**src/rtl/pb_conditioner.sv**
```systemverilog
// Pushbutton front end: per-channel 2-flop synchroniser, debounce and press/release strobes.
// Optional auto-repeat of pb_press while held is built only when PB_AUTOREPEAT_EN is defined.
module pb_conditioner #(
  parameter int NUM_PB          = 4,
  parameter int DEBOUNCE_CYCLES = 1000000,
  parameter int ACTIVE_LOW      = 1,
  parameter int HOLD_CYCLES     = 25000000,
  parameter int REPEAT_CYCLES   = 5000000
) (
  input  logic              CLK_50,
  input  logic              reset,
  input  logic [NUM_PB-1:0] pb_raw,
  output logic [NUM_PB-1:0] pb_level,
  output logic [NUM_PB-1:0] pb_press,
  output logic [NUM_PB-1:0] pb_release
);

  localparam int CW = $clog2(DEBOUNCE_CYCLES + 1);
  localparam logic [CW-1:0] CNT_LAST = CW'(DEBOUNCE_CYCLES - 1);
  localparam logic [NUM_PB-1:0] IDLE = (ACTIVE_LOW != 0) ? '1 : '0;

  if (DEBOUNCE_CYCLES < 1 || HOLD_CYCLES < 1 || REPEAT_CYCLES < 1) begin : g_bad_cfg
    $error("pb_conditioner: cycle-count parameters must be >= 1");
  end

  logic [NUM_PB-1:0] sync1;
  logic [NUM_PB-1:0] sync2;
  logic [NUM_PB-1:0] s;
  logic [NUM_PB-1:0] st;
  logic [CW-1:0]     cnt [NUM_PB];

`ifdef PB_AUTOREPEAT_EN
  localparam int HMAX = (HOLD_CYCLES > REPEAT_CYCLES) ? HOLD_CYCLES : REPEAT_CYCLES;
  localparam int HW = $clog2(HMAX + 1);
  localparam logic [HW-1:0] HOLD_LAST = HW'(HOLD_CYCLES - 1);
  localparam logic [HW-1:0] REP_LAST  = HW'(REPEAT_CYCLES - 1);

  logic [HW-1:0]     hold [NUM_PB];
  logic [NUM_PB-1:0] rep;
`endif

  // s = 1 always means pressed, whatever the pin polarity
  assign s        = (ACTIVE_LOW != 0) ? ~sync2 : sync2;
  assign pb_level = st;

  always_ff @(posedge CLK_50 or posedge reset) begin
    if (reset) begin
      sync1      <= IDLE;
      sync2      <= IDLE;
      st         <= '0;
      pb_press   <= '0;
      pb_release <= '0;
      for (int unsigned i = 0; i < NUM_PB; i++) begin
        cnt[i] <= '0;
`ifdef PB_AUTOREPEAT_EN
        hold[i] <= '0;
        rep[i]  <= 1'b0;
`endif
      end
    end else begin
      sync1      <= pb_raw;
      sync2      <= sync1;
      pb_press   <= '0;
      pb_release <= '0;
      for (int unsigned i = 0; i < NUM_PB; i++) begin
        if (s[i] != st[i] && cnt[i] == CNT_LAST) begin
          st[i]         <= s[i];
          cnt[i]        <= '0;
          pb_press[i]   <= s[i];
          pb_release[i] <= ~s[i];
`ifdef PB_AUTOREPEAT_EN
          hold[i] <= '0;
          rep[i]  <= 1'b0;
`endif
        end else begin
          if (s[i] == st[i]) begin
            cnt[i] <= '0;
          end else begin
            cnt[i] <= cnt[i] + 1'b1;
          end
`ifdef PB_AUTOREPEAT_EN
          // hold counts edges since the last press strobe; first gap HOLD, then REPEAT
          if (st[i]) begin
            if ((!rep[i] && hold[i] == HOLD_LAST) || (rep[i] && hold[i] == REP_LAST)) begin
              pb_press[i] <= 1'b1;
              hold[i]     <= '0;
              rep[i]      <= 1'b1;
            end else if (hold[i] != '1) begin
              hold[i] <= hold[i] + 1'b1;
            end
          end else begin
            hold[i] <= '0;
            rep[i]  <= 1'b0;
          end
`endif
        end
      end
    end
  end

endmodule

```
**config.mk**
```make
export PLATFORM = sky130hd
export DESIGN_NAME = pb_conditioner
export DESIGN_NICKNAME = d
export VERILOG_FILES = /design/src/rtl/pb_conditioner.sv
export SDC_FILE = /design/constraint.sdc
export NUM_CORES = 1
export LEC_CHECK = 0
export CORE_ASPECT_RATIO = 2
export CORE_UTILIZATION = 60
export CTS_CLUSTER_SIZE = 40
export DETAILED_ROUTE_END_ITERATION = 8
export PLACE_DENSITY = 0.77
export SYNTH_ARGS = -nofsm -noshare
export SYNTH_HDL_FRONTEND = slang
export SYNTH_SLANG_ARGS = --single-unit
```
**constraint.sdc**
```tcl
create_clock -name CLK_50 -period 4.38 [get_ports CLK_50]
set_input_delay 0.876 -clock CLK_50 [delete_from_list [all_inputs] [get_ports CLK_50]]
set_output_delay 0.876 -clock CLK_50 [all_outputs]
set_load 0.01 [all_outputs]
```
After elaboration in Yosys (flattened, before gate mapping)
Index checks and enable logic that the tools add are counted.
{"block": "word_totals", "input_bits": 6, "out_inout_bits": 12, "word_cells": 53, "regBits": 100}
{"block": "op_classes", "mux": 16, "n_bitwise": 5, "n_reduce_logical": 4, "n_addsub": 4, "eq_ne": 12}
{"op": "$mux 20", "count": 8}
{"op": "$add 20x1->20 const B", "count": 4}
{"op": "$eq 20x20->1 const B", "count": 4}
{"op": "$mux 1", "count": 8}
{"op": "$eq 1x1->1", "count": 4}
{"op": "$logic_and 1x1->1", "count": 4}
{"op": "$ne 1x1->1", "count": 4}
{"op": "$not 1->1", "count": 4}
{"op": "$not 4->4", "count": 1}

Longest topological paths before layout
{"block": "logic_depth", "ltp_word": 4, "mapped_depth": 6, "mapped_depth_nobuf": 5}

Worst setup path before layout
Ideal clock, no wire load.
{"block": "synth_timing", "path_type": "reg-to-reg", "startpoint": "register cnt[20] (netlist name)", "endpoint": "register cnt[38] (netlist name)", "required_ns": 4.307, "path_stages_with_launch": 7, "arrival_time_ns": 1.898, "path_slack_ns": 2.409, "setup_ns": 0.073, "path_cell_list": "dfrtp_1 ha_1 nand2_1 or4_1 buf_2 or4_4 a21oi_2"}
{"block": "synth_via", "elab_chain_cells": 3}
{"element": "start: declaration", "line": "30", "text": "logic [CW-1:0] cnt [NUM_PB];"}
{"element": "start signal: indexed assignment", "line": "79", "text": "cnt[i] <= cnt[i] + 1'b1;"}
{"element": "$add 20x1->20 / $eq 20x20->1 (equally long branches)", "line": "79, 66"}
{"element": "$mux 20 / $logic_and 1x1->1 (equally long branches)", "line": "76, 66"}
{"element": "$mux 20 *", "line": "66", "text": "if (s[i] != st[i] && cnt[i] == CNT_LAST) begin"}
Every way passes the cells marked *; elsewhere a longest branch is shown, timed or not.
A chain may end at the register's enable or synchronous reset.

Final worst setup path
{"block": "layout_timing", "startpoint": "register cnt[21] (netlist name)", "endpoint": "register cnt[35] (netlist name)"}
Same word-level chain as after synthesis.

==> impl_results.md <==
- Die H: 127 µm
- Fillcell total: 606
- Max-Cap Viols: 0
- Seq/Total Area, Yosys: 0.538
- LEAKAGE: 2.11 nW
- Top cell type's share of synthesized area: 0.493
- Slew headroom: 0.462
- Worst slack, placed: 1.91 ns
- Core ar.: 7540 µm²
- First-pass GRT wire length: 15800 µm
- Sw frac: 0.210
- Final WL: 8930 µm
- #FFs+latches synth: 100
- Placed cells: 569
- Crit path cell chain: ha_1 -> nand2_1 -> or4_2 -> o21ai_1 -> buf_4 -> a21oi_1
- Layout area overhead: 12.2%
- Clk_skew: 0.00743 ns
- IO Count: 18
- Async S/R FF share, synth: 1.00
- CP max stage cell: or4_2
- Slew Viols, Final: 0
- Port bufs: 17
- Hold Vio Cnt, Final: 0
- Cts hold-fix bufs: 0
- Final setup viols: 0
- Final period util: 0.560
- Post-synth cell types: 41
- Final setup TNS: 0 ns
- Share of layout cells above drive strength 1: 0.0835
- Diode count: 0
- CTS Sinks: 100
- CTS Buffer Depth: 2
- CP required: 4.60 ns
- H-tree lvl count: 3
- P_int: 1.43 mW
- Slew of the pin with the lowest slew margin: 0.807 ns
- Initial Util: 0.618
- Most common cell in the netlist: dfrtp_1
- DPL Wire Length: 6200 µm
- Final Non-Filler Cells: 585
- Grt total ovfl: 0
- Power Density: 345 nW/µm²
- Most area-consuming cells after synthesis: dfrtp_1 (49%), xnor2_1 (6.0%), nor2_1 (5.0%)
- Cell taking the most area after synthesis: dfrtp_1
- Total global-route track usage: 0.247
- Max rail drop VDD: 0.294 mV
- Clk root buf: clkbuf_16
- CP startpoint kind: flop
- PnR worst setup slack: 1.93 ns
- Final weighted congestion in routability-driven placement: 0.865
- Vias in the first global route: 3559
- Post-synthesis cell area: 4670 µm²
- Met2 usage: 0.445
- Cts repair resizes: 0
- Met3 Resource Use GR: 0.0414
- Synth Flop Type: dfrtp_1
- Worst-path fanout max: 11
- Initial antenna violation count: 0
- Warnings from Yosys: 0
- Flop pwr share: 0.526
- CTS tree: yes
- Routed len/inst: 15.3 µm
- Crit end category: flop
- Initial DRC count: 277
- Die Area: 8150 µm²
- Setup bufs post-CTS: 0
- Synth Instances: 467
- Critical path class: flop to flop
- Peak Freq: 407 MHz
- Final #Nets: 496
- Largest net degree at the start of global routing: 70
- Initial DRT Pass Iterations: 5
- M1 GR Usage: 0.283
- Final ANT Viol Nets: 0
- Clk_lat worst skew: 0.34 ns
- Total number of vias: 3487
- DRC Markers: 0
- Syn_nets: 477
- Crit path time final: 2.45 ns
- Status: finished clean
- Busiest grt layer: met2
- P_sw: 0.380 mW
- Post-synth EDFFs: 0
- Die W: 64.4 µm
- Crit path DAT: 2.67 ns
- Power share of the clock group: 0.443
- Synth cell count leaders: dfrtp_1 (92), nor2_1 (62), nand3_1 (34), xnor2_1 (32), a21oi_1 (24)
- HP Class: flop to flop
- Synthesized area per cell: 9.99 µm²
- Logic pwr share: 0.031
- Rows: 45
- CTS Buf Count: 9
- Via density: 5.96
- RSZ-0062 raised after global routing: false
- Reg clk slew, reported paths: 0.06 ns
- CP peak stage delay: 0.68 ns
[final cells by class]
class / count / area, µm² / share of cell area
timing repair buffer: 21 / 200 / 0.0382
multi-input combinational: 335 / 2030 / 0.387
inverter: 19 / 73.8 / 0.0141
sequential: 100 / 2510 / 0.480
tap: 94 / 118 / 0.0225
clock buffer: 12 / 256 / 0.0490
clock inverter: 4 / 47.5 / 0.00908
[logic make-up after synthesis]
group                    count (synthesis)  synth area share
adder cells (fa/ha/maj)                  4            0.0107
AND/OR/NAND/NOR                        222             0.256
multiplexers                             1           0.00215
buffers and inverters                   32            0.0271
flip-flops                             100             0.538
XOR/XNOR                                51            0.0957
AO/OA/AOI/OAI                           57            0.0695
[critical path: cells and delay by family, from the launching register on]
family | cells | cell delay, ns
DFF | 1 | 0.40
and+or+nand+nor | 2 | 0.82
adders and majority gates | 1 | 0.23
AOI/OAI and AO/OA | 2 | 0.59
buffers and inverters | 1 | 0.30
[through the flow]
step | util | total power [mW] | hold slack (ns) | instance area [µm²]
floorplan | - | 1.01 | 0.345 | 4670
global placement | 0.654 | 1.02 | 0.345 | 4930
detailed placement | 0.654 | 1.03 | 0.347 | 4930
CTS | 0.694 | 1.83 | 0.356 | 5240
global route | 0.694 | 1.86 | 0.357 | 5240
finish | 0.694 | 1.81 | 0.355 | 5240
[path summary, 6_finish.rpt]
kind | from | endpoint | slack (ns) | cells after the start
setup / recovery | cnt[21] | cnt[35] | 1.93 | 6
hold / removal | sync1[1] | sync2[1] | 0.36 | 0
setup reg to reg | cnt[21] | cnt[35] | 1.93 | 6
hold reg to reg | sync1[1] | sync2[1] | 0.36 | 0
max in group asynchronous | reset | sync1[1] | 2.54 | 3
min in group asynchronous | reset | pb_press[3] | 1.06 | 2
[state kept, by name, indices dropped and copies added, names as in the netlist]
signal and count:
sync1 4, pb_press 4, cnt 80, pb_level 4, pb_release 4, sync2 4
[layer usage]
metal	vias up	wire length, µm
met3	22	259
met4	0	244
met5	-	0
li1	1682	-
met1	1709	3480
met2	74	4950
[power groups by stage]
| stage | combinational, mW | sequential (mW) | clock (mW) |
|---|---|---|---|
| floorplan | 0.0398 | 0.966 | 0 |
| global placement | 0.0552 | 0.968 | 0 |
| detailed placement | 0.0571 | 0.969 | 0 |
| CTS | 0.0576 | 0.952 | 0.817 |
| global route | 0.0648 | 0.953 | 0.841 |
| finish | 0.0554 | 0.952 | 0.801 |
[placed cells by master (no fill, tap or decap), drive strengths merged, types with 17 or more instances in the layout]
cell type      Yosys  final
nand3             35     35
or4               17     17
nor2              62     62
nand2             22     22
xor2              19     19
a21oi             25     25
xnor2             32     32
clkdlybuf4s50      0     17
inv               19     19
o21ai             19     19
dfrtp             92     92
Note: power is estimated with default switching activity, not from simulation.
